`src/rtl/level_to_pulse_pkg.sv`:
```
// Shared constants and helpers for the level_to_pulse push-button conditioner.
package level_to_pulse_pkg;

  localparam int unsigned EDGE_PRESS   = 0;
  localparam int unsigned EDGE_RELEASE = 1;
  localparam int unsigned EDGE_BOTH    = 2;

  // Counter width able to hold 0..cycles; never narrower than one bit.
  function automatic int unsigned cnt_width(input int unsigned cycles);
    if (cycles == 0) begin
      return 1;
    end
    return $clog2(cycles + 1);
  endfunction

endpackage

```
`src/rtl/level_to_pulse_sync_ff.sv`:
```
// N-stage synchronizer for an asynchronous single-bit input, with a reset load value.
module level_to_pulse_sync_ff #(
  parameter int unsigned N       = 2,
  parameter logic        RST_VAL = 1'b0
) (
  input  logic clk,
  input  logic rst,
  input  logic d,
  output logic q
);

  logic [N-1:0] stages;

  always_ff @(posedge clk) begin
    if (rst) begin
      stages <= {N{RST_VAL}};
    end else begin
      stages <= {stages[N-2:0], d};
    end
  end

  assign q = stages[N-1];

endmodule

```
`src/rtl/level_to_pulse.sv`:
```
// Synchronizes, debounces and polarity-normalizes a raw button level, then emits
// a one-cycle strobe on the selected edge(s).
module level_to_pulse
  import level_to_pulse_pkg::*;
#(
  parameter int unsigned SYNC_STAGES     = 2,
  parameter int unsigned DEBOUNCE_CYCLES = 500000,
  parameter int unsigned ACTIVE_LOW      = 1,
  parameter int unsigned EDGE_MODE       = EDGE_PRESS
) (
  input  logic clk,
  input  logic rst,
  input  logic lvl,
  output logic pulse,
  output logic level
);

  localparam int unsigned    CNT_W    = cnt_width(DEBOUNCE_CYCLES);
  localparam logic [CNT_W-1:0] CNT_MAX = CNT_W'(DEBOUNCE_CYCLES);
  localparam logic           INACTIVE = (ACTIVE_LOW != 0) ? 1'b1 : 1'b0;

  logic             synced;
  logic             state;
  logic             state_nxt;
  logic [CNT_W-1:0] cnt;
  logic [CNT_W-1:0] cnt_nxt;
  logic             prev;
  logic             pulse_nxt;
  logic             rise;
  logic             fall;

  level_to_pulse_sync_ff #(
    .N       (SYNC_STAGES),
    .RST_VAL (INACTIVE)
  ) u_sync (
    .clk (clk),
    .rst (rst),
    .d   (lvl),
    .q   (synced)
  );

  // Accept a new raw value only after it has differed from state long enough.
  always_comb begin
    state_nxt = state;
    cnt_nxt   = '0;
    if (synced != state) begin
      if (cnt == CNT_MAX) begin
        state_nxt = synced;
      end else begin
        cnt_nxt = cnt + CNT_W'(1);
      end
    end
  end

  assign level = state ^ INACTIVE;
  assign rise  = level & ~prev;
  assign fall  = ~level & prev;

  always_comb begin
    pulse_nxt = 1'b0;
    if (EDGE_MODE == EDGE_PRESS) begin
      pulse_nxt = rise;
    end else if (EDGE_MODE == EDGE_RELEASE) begin
      pulse_nxt = fall;
    end else begin
      pulse_nxt = rise | fall;
    end
  end

  always_ff @(posedge clk) begin
    if (rst) begin
      state <= INACTIVE;
      cnt   <= '0;
      prev  <= 1'b0;
      pulse <= 1'b0;
    end else begin
      state <= state_nxt;
      cnt   <= cnt_nxt;
      prev  <= level;
      pulse <= pulse_nxt;
    end
  end

endmodule

```
`config.mk`:
```
export PLATFORM = sky130hd
export DESIGN_NAME = level_to_pulse
export DESIGN_NICKNAME = d
export VERILOG_FILES = /design/src/rtl/level_to_pulse_pkg.sv /design/src/rtl/level_to_pulse_sync_ff.sv /design/src/rtl/level_to_pulse.sv
export SDC_FILE = /design/constraint.sdc
export NUM_CORES = 1
export LEC_CHECK = 0
export ABC_AREA = 1
export CORE_ASPECT_RATIO = 0.75
export CORE_UTILIZATION = 44
export DETAILED_ROUTE_END_ITERATION = 8
export GPL_TIMING_DRIVEN = 0
export PLACE_DENSITY_LB_ADDON = 0.12
export SYNTH_ARGS = -nofsm -noshare
export SYNTH_HDL_FRONTEND = slang
export SYNTH_SLANG_ARGS = --single-unit
```
`constraint.sdc`:
```
create_clock -name clk -period 1.55 [get_ports clk]
set_clock_uncertainty 0.15 [all_clocks]
set_input_delay 0.31 -clock clk [delete_from_list [all_inputs] [get_ports clk]]
set_output_delay 0.31 -clock clk [all_outputs]
set_load 0.005 [all_outputs]
```
==> metrics.txt <==
# TYPE chip_impl_metric gauge
chip_impl_info{name="grt_setup_unrepaired",value="true"} 1
chip_impl_metric{name="clockBufferDepth",unit=""} 2
chip_impl_metric{name="die-width",unit="um"} 61.99
chip_impl_metric{name="proportion_of_power_drawn_by_combinational_gates",unit="%"} 3.1
chip_impl_metric{name="internal_power_of_the_cells",unit="mW"} 0.7237
chip_impl_metric{name="grt_start_max_net_pins",unit=""} 13
chip_impl_info{name="setup.worst_path.start_class",value="flip-flop"} 1
chip_impl_info{name="hold_start",value="prev$_SDFF_PP0_"} 1
chip_impl_info{name="clock-root-buffer",value="sky130_fd_sc_hd__clkbuf_4"} 1
chip_impl_metric{name="setup_ws",unit="ns"} 0.02620
chip_impl_metric{name="clk_network_pwr_share",unit="%"} 29.7
chip_impl_metric{name="rows",unit=""} 15
chip_impl_info{name="synth.cells.most_frequent",value="sky130_fd_sc_hd__nand2_1 (39), sky130_fd_sc_hd__dfxtp_1 (24), sky130_fd_sc_hd__nor2_1 (24)"} 1
chip_impl_metric{name="asyncSetResetFlopFracSynth",unit="%"} 0
chip_impl_metric{name="top_level_ports",unit=""} 5
chip_impl_metric{name="wl_per_cell",unit="um"} 11.62
chip_impl_metric{name="synthXorXnorAreaFrac",unit="%"} 5.901
chip_impl_metric{name="netSwitchingPower",unit="mW"} 0.1977
chip_impl_metric{name="simple_gate_share_of_the_synthesized_area",unit="%"} 40.15
chip_impl_metric{name="clock_insertion_delay_worst_skew",unit="ns"} 0.31
chip_impl_metric{name="postSynthRegisterBits",unit=""} 24
chip_impl_metric{name="cp_data_required_time",unit="ns"} 1.62
chip_impl_info{name="rr_startpoint",value="cnt[6]$_SDFF_PP0_"} 1
chip_impl_metric{name="groute.layer.met3.usage",unit="%"} 7.163
chip_impl_metric{name="synth_mux_area_share",unit="%"} 0
chip_impl_metric{name="worst_pin_slew",unit="ns"} 0.2360
chip_impl_metric{name="timing.final.max_slew_violations",unit=""} 0
chip_impl_metric{name="synth.avg_cell_area",unit="um^2"} 7.421
chip_impl_metric{name="die-height",unit="um"} 46.99
chip_impl_metric{name="track_usage",unit="%"} 17.93
chip_impl_info{name="post-synth-top-area-cell",value="sky130_fd_sc_hd__dfxtp_1"} 1
chip_impl_metric{name="final_antenna_net_count",unit=""} 0
chip_impl_metric{name="io_buffers",unit=""} 4
chip_impl_metric{name="synth_cells",unit=""} 160
chip_impl_info{name="critPathLaunch",value="cnt[6]$_SDFF_PP0_"} 1
chip_impl_metric{name="place.detailed.hpwl",unit="um"} 1665
chip_impl_metric{name="cts_hold_buffers",unit=""} 0
chip_impl_metric{name="finalHoldWorstSlack",unit="ns"} 0.2559
chip_impl_metric{name="ys_warns",unit=""} 0
chip_impl_metric{name="maxClockFrequency",unit="MHz"} 656.3
chip_impl_metric{name="first_pass_iters",unit=""} 4
chip_impl_metric{name="cts_max_level",unit=""} 1
chip_impl_metric{name="area_growth",unit="%"} 18.34
chip_impl_metric{name="floorplan.die_area",unit="um^2"} 2913
chip_impl_metric{name="clock_sinks",unit=""} 24
chip_impl_metric{name="max_slew_headroom",unit="%"} 84.21
chip_impl_metric{name="placeableCoreArea",unit="um^2"} 2421
chip_impl_info{name="tritoncts",value="built"} 1
chip_impl_metric{name="synth_compound_gate_area_share",unit="%"} 4.953
chip_impl_metric{name="floorplan.initialDensity",unit="%"} 49.04
chip_impl_metric{name="yosys.cell_types.count",unit=""} 23
chip_impl_info{name="yosys-top-cells-area",value="sky130_fd_sc_hd__dfxtp_1 (40%), sky130_fd_sc_hd__nand2_1 (12%), sky130_fd_sc_hd__nor2_1 (7.6%)"} 1
chip_impl_metric{name="nets",unit=""} 178
chip_impl_metric{name="synth_enable_flop_cells",unit=""} 0
chip_impl_info{name="hold_path.class",value="reg2reg"} 1
chip_impl_metric{name="critPathArrivalTime",unit="ns"} 1.60
chip_impl_metric{name="number_of_nets_produced_by_synthesis",unit=""} 165
chip_impl_metric{name="critPathMaxFanout",unit=""} 10
chip_impl_metric{name="antenna_violations_before_repair",unit=""} 0
chip_impl_info{name="synth_top_family_by_area",value="simple AND/OR/NAND/NOR gates"} 1
chip_impl_metric{name="switching_share",unit="%"} 21.46
chip_impl_metric{name="period_needed",unit="ns"} 1.524
chip_impl_metric{name="grt_first_pass_wirelength",unit="um"} 3657
chip_impl_metric{name="met1_resource_use_gr",unit="%"} 25.46
chip_impl_metric{name="yosysTopAreaCellShare",unit="%"} 40.46
chip_impl_metric{name="antenna-diode-count",unit=""} 0
chip_impl_metric{name="grt.met2_usage",unit="%"} 26.17
chip_impl_metric{name="leakage",unit="nW"} 0.4116
chip_impl_metric{name="power.sequential.fraction",unit="%"} 67.2
chip_impl_metric{name="seq_area_frac_synth",unit="%"} 40.46
chip_impl_metric{name="power",unit="mW"} 0.9214
chip_impl_metric{name="grt.overflow.total",unit=""} 0
chip_impl_metric{name="dpl_worst_slack",unit="ns"} -0.2149
chip_impl_metric{name="cts-buffers-inserted",unit=""} 3
chip_impl_metric{name="pwr_density_cell",unit="nW/um^2"} 655.8
chip_impl_metric{name="detailed_place.area",unit="um^2"} 1270
chip_impl_metric{name="share_of_post_route_cells_with_drive_strength_above_1",unit="%"} 26.32
chip_impl_info{name="status",value="finished clean"} 1
chip_impl_metric{name="min_period_over_period",unit="%"} 98.31
chip_impl_metric{name="detail_route.iter0.violations",unit=""} 48
chip_impl_metric{name="routed_wl",unit="um"} 2383
chip_impl_info{name="global_routing_s_busiest_layer",value="met2"} 1
chip_impl_info{name="critical_path_class",value="reg2reg"} 1
chip_impl_info{name="setup.worst_path.end_class",value="flip-flop"} 1
chip_impl_metric{name="drc_violations",unit=""} 0
chip_impl_metric{name="finalHoldViolations",unit=""} 0
chip_impl_metric{name="globalplace.congestion",unit=""} 0.7983
chip_impl_info{name="ys_dominant_reg_cell",value="sky130_fd_sc_hd__dfxtp_1"} 1
chip_impl_metric{name="area_of_all_placed_cells_without_fillers",unit="um^2"} 1405
chip_impl_metric{name="setup_total_negative_slack",unit="ns"} 0
chip_impl_metric{name="timing.final.setup_violations",unit=""} 0
chip_impl_info{name="synthMostInstantiatedCell",value="sky130_fd_sc_hd__nand2_1"} 1
chip_impl_metric{name="via_per_inst",unit=""} 4.902
chip_impl_metric{name="detailroute.via_count",unit=""} 1005
chip_impl_metric{name="post_synth_instance_area",unit="um^2"} 1187
chip_impl_metric{name="ir_drop_worst_vdd",unit="uV"} 561.8
chip_impl_metric{name="clk_pin_slew_worst_paths",unit="ns"} 0.13
chip_impl_metric{name="synth_adder_area_share",unit="%"} 2.107
chip_impl_metric{name="vias_in_the_first_global_route",unit=""} 827
chip_impl_metric{name="drv.max_cap_violation_count",unit=""} 0
state kept, by name, summed over array words and instances (netlist names):
name and cells:
pulse 1, prev 1, u_sync.stages 2, state 1, cnt 19
timing repair:
action                                  4_1_cts  5_1_grt
gates resized for setup                      10       14
pin swaps                                     2        2
endpoints found under the setup margin       22       18
hold endpoints to repair                      0        0
setup buffers                                 4        0
cells in the final DEF, fill, tap and decap left out:
master,Yosys,final
sky130_fd_sc_hd__clkdlybuf4s50_1,0,2
sky130_fd_sc_hd__nand3_2,3,2
sky130_fd_sc_hd__nor3_4,0,1
sky130_fd_sc_hd__nor3_1,2,1
sky130_fd_sc_hd__nand4_1,2,2
sky130_fd_sc_hd__or2_2,3,3
sky130_fd_sc_hd__inv_2,0,1
sky130_fd_sc_hd__dlygate4sd2_1,0,2
sky130_fd_sc_hd__nand2_1,39,37
sky130_fd_sc_hd__o21ai_0,3,3
sky130_fd_sc_hd__nand2_4,1,2
sky130_fd_sc_hd__a21oi_2,1,4
sky130_fd_sc_hd__clkbuf_4,0,3
sky130_fd_sc_hd__nor2_2,11,12
sky130_fd_sc_hd__or2_0,3,3
sky130_fd_sc_hd__buf_6,0,1
sky130_fd_sc_hd__ha_4,0,1
sky130_fd_sc_hd__nand3_4,0,1
sky130_fd_sc_hd__ha_2,0,1
sky130_fd_sc_hd__nor3_2,1,1
sky130_fd_sc_hd__buf_4,0,2
sky130_fd_sc_hd__buf_12,1,2
sky130_fd_sc_hd__nand3b_1,1,1
sky130_fd_sc_hd__nor2_1,24,23
sky130_fd_sc_hd__xor2_1,4,4
sky130_fd_sc_hd__dfxtp_4,0,2
sky130_fd_sc_hd__nand3_1,7,7
sky130_fd_sc_hd__nand2_2,1,2
sky130_fd_sc_hd__nor2_4,1,1
sky130_fd_sc_hd__dfxtp_2,0,3
sky130_fd_sc_hd__a21oi_1,7,4
sky130_fd_sc_hd__xnor2_1,4,4
sky130_fd_sc_hd__inv_1,15,14
sky130_fd_sc_hd__dfxtp_1,24,19
per-layer routing:
metal,vias up,share of wire (%)
li1,523,-
met1,457,48
met2,23,45
met3,2,6.4
met4,0,0.42
met5,-,0
logic make-up (layout without fill, tap and decap cells):
kind of cell / Yosys count / in the layout
xor+xnor: 8 / 8
fa+ha+maj: 2 / 2
simple gates: 99 / 99
buf+inv: 16 / 27
compound gates: 11 / 11
flops: 24 / 24
path summary, 6_finish.rpt:
path                                     endpoint  slack [ns]  cells after the start
worst max register to register  cnt[9]$_SDFF_PP0_        0.03                      7
worst min-delay path             pulse$_SDFF_PP0_        0.26                      1
worst max-delay path            cnt[9]$_SDFF_PP0_        0.03                      7
worst min register to register   pulse$_SDFF_PP0_        0.26                      1
metrics by stage:
step           util (%)  std cells
2_1_floorplan         -        160
3_3_place_gp      52.45        198
3_5_place_dp      52.45        198
4_1_cts           55.97        205
5_1_grt           58.04        205
6_report          58.04        205
layout make-up:
cell class                 count  area [um^2]
fill                         230         1016
multi-input combinational    120        688.2
sequential                    24        491.7
timing repair buffer           8        83.83
inverter                      15        56.30
tap                           34        42.54
clock buffer                   3        22.52
buffer                         1        20.02
critical path, cell delays in order (launching register included):
cell,delay (ns)
sky130_fd_sc_hd__dfxtp_1,0.37
sky130_fd_sc_hd__nor2_1,0.12
sky130_fd_sc_hd__nand3_1,0.09
sky130_fd_sc_hd__nor2_1,0.23
sky130_fd_sc_hd__nand3_2,0.14
sky130_fd_sc_hd__nand2_4,0.14
sky130_fd_sc_hd__buf_12,0.15
sky130_fd_sc_hd__nor2_2,0.04
power groups by stage:
stage / Combinational [mW] / Sequential (mW) / Clock, mW
2_1_floorplan: 0.0128 / 0.636 / 0
3_3_place_gp: 0.0212 / 0.636 / 0
6_report: 0.0283 / 0.619 / 0.274
5_1_grt: 0.0303 / 0.620 / 0.310
4_1_cts: 0.0256 / 0.619 / 0.282
3_5_place_dp: 0.0217 / 0.636 / 0
(Power assumes the default switching activity.)
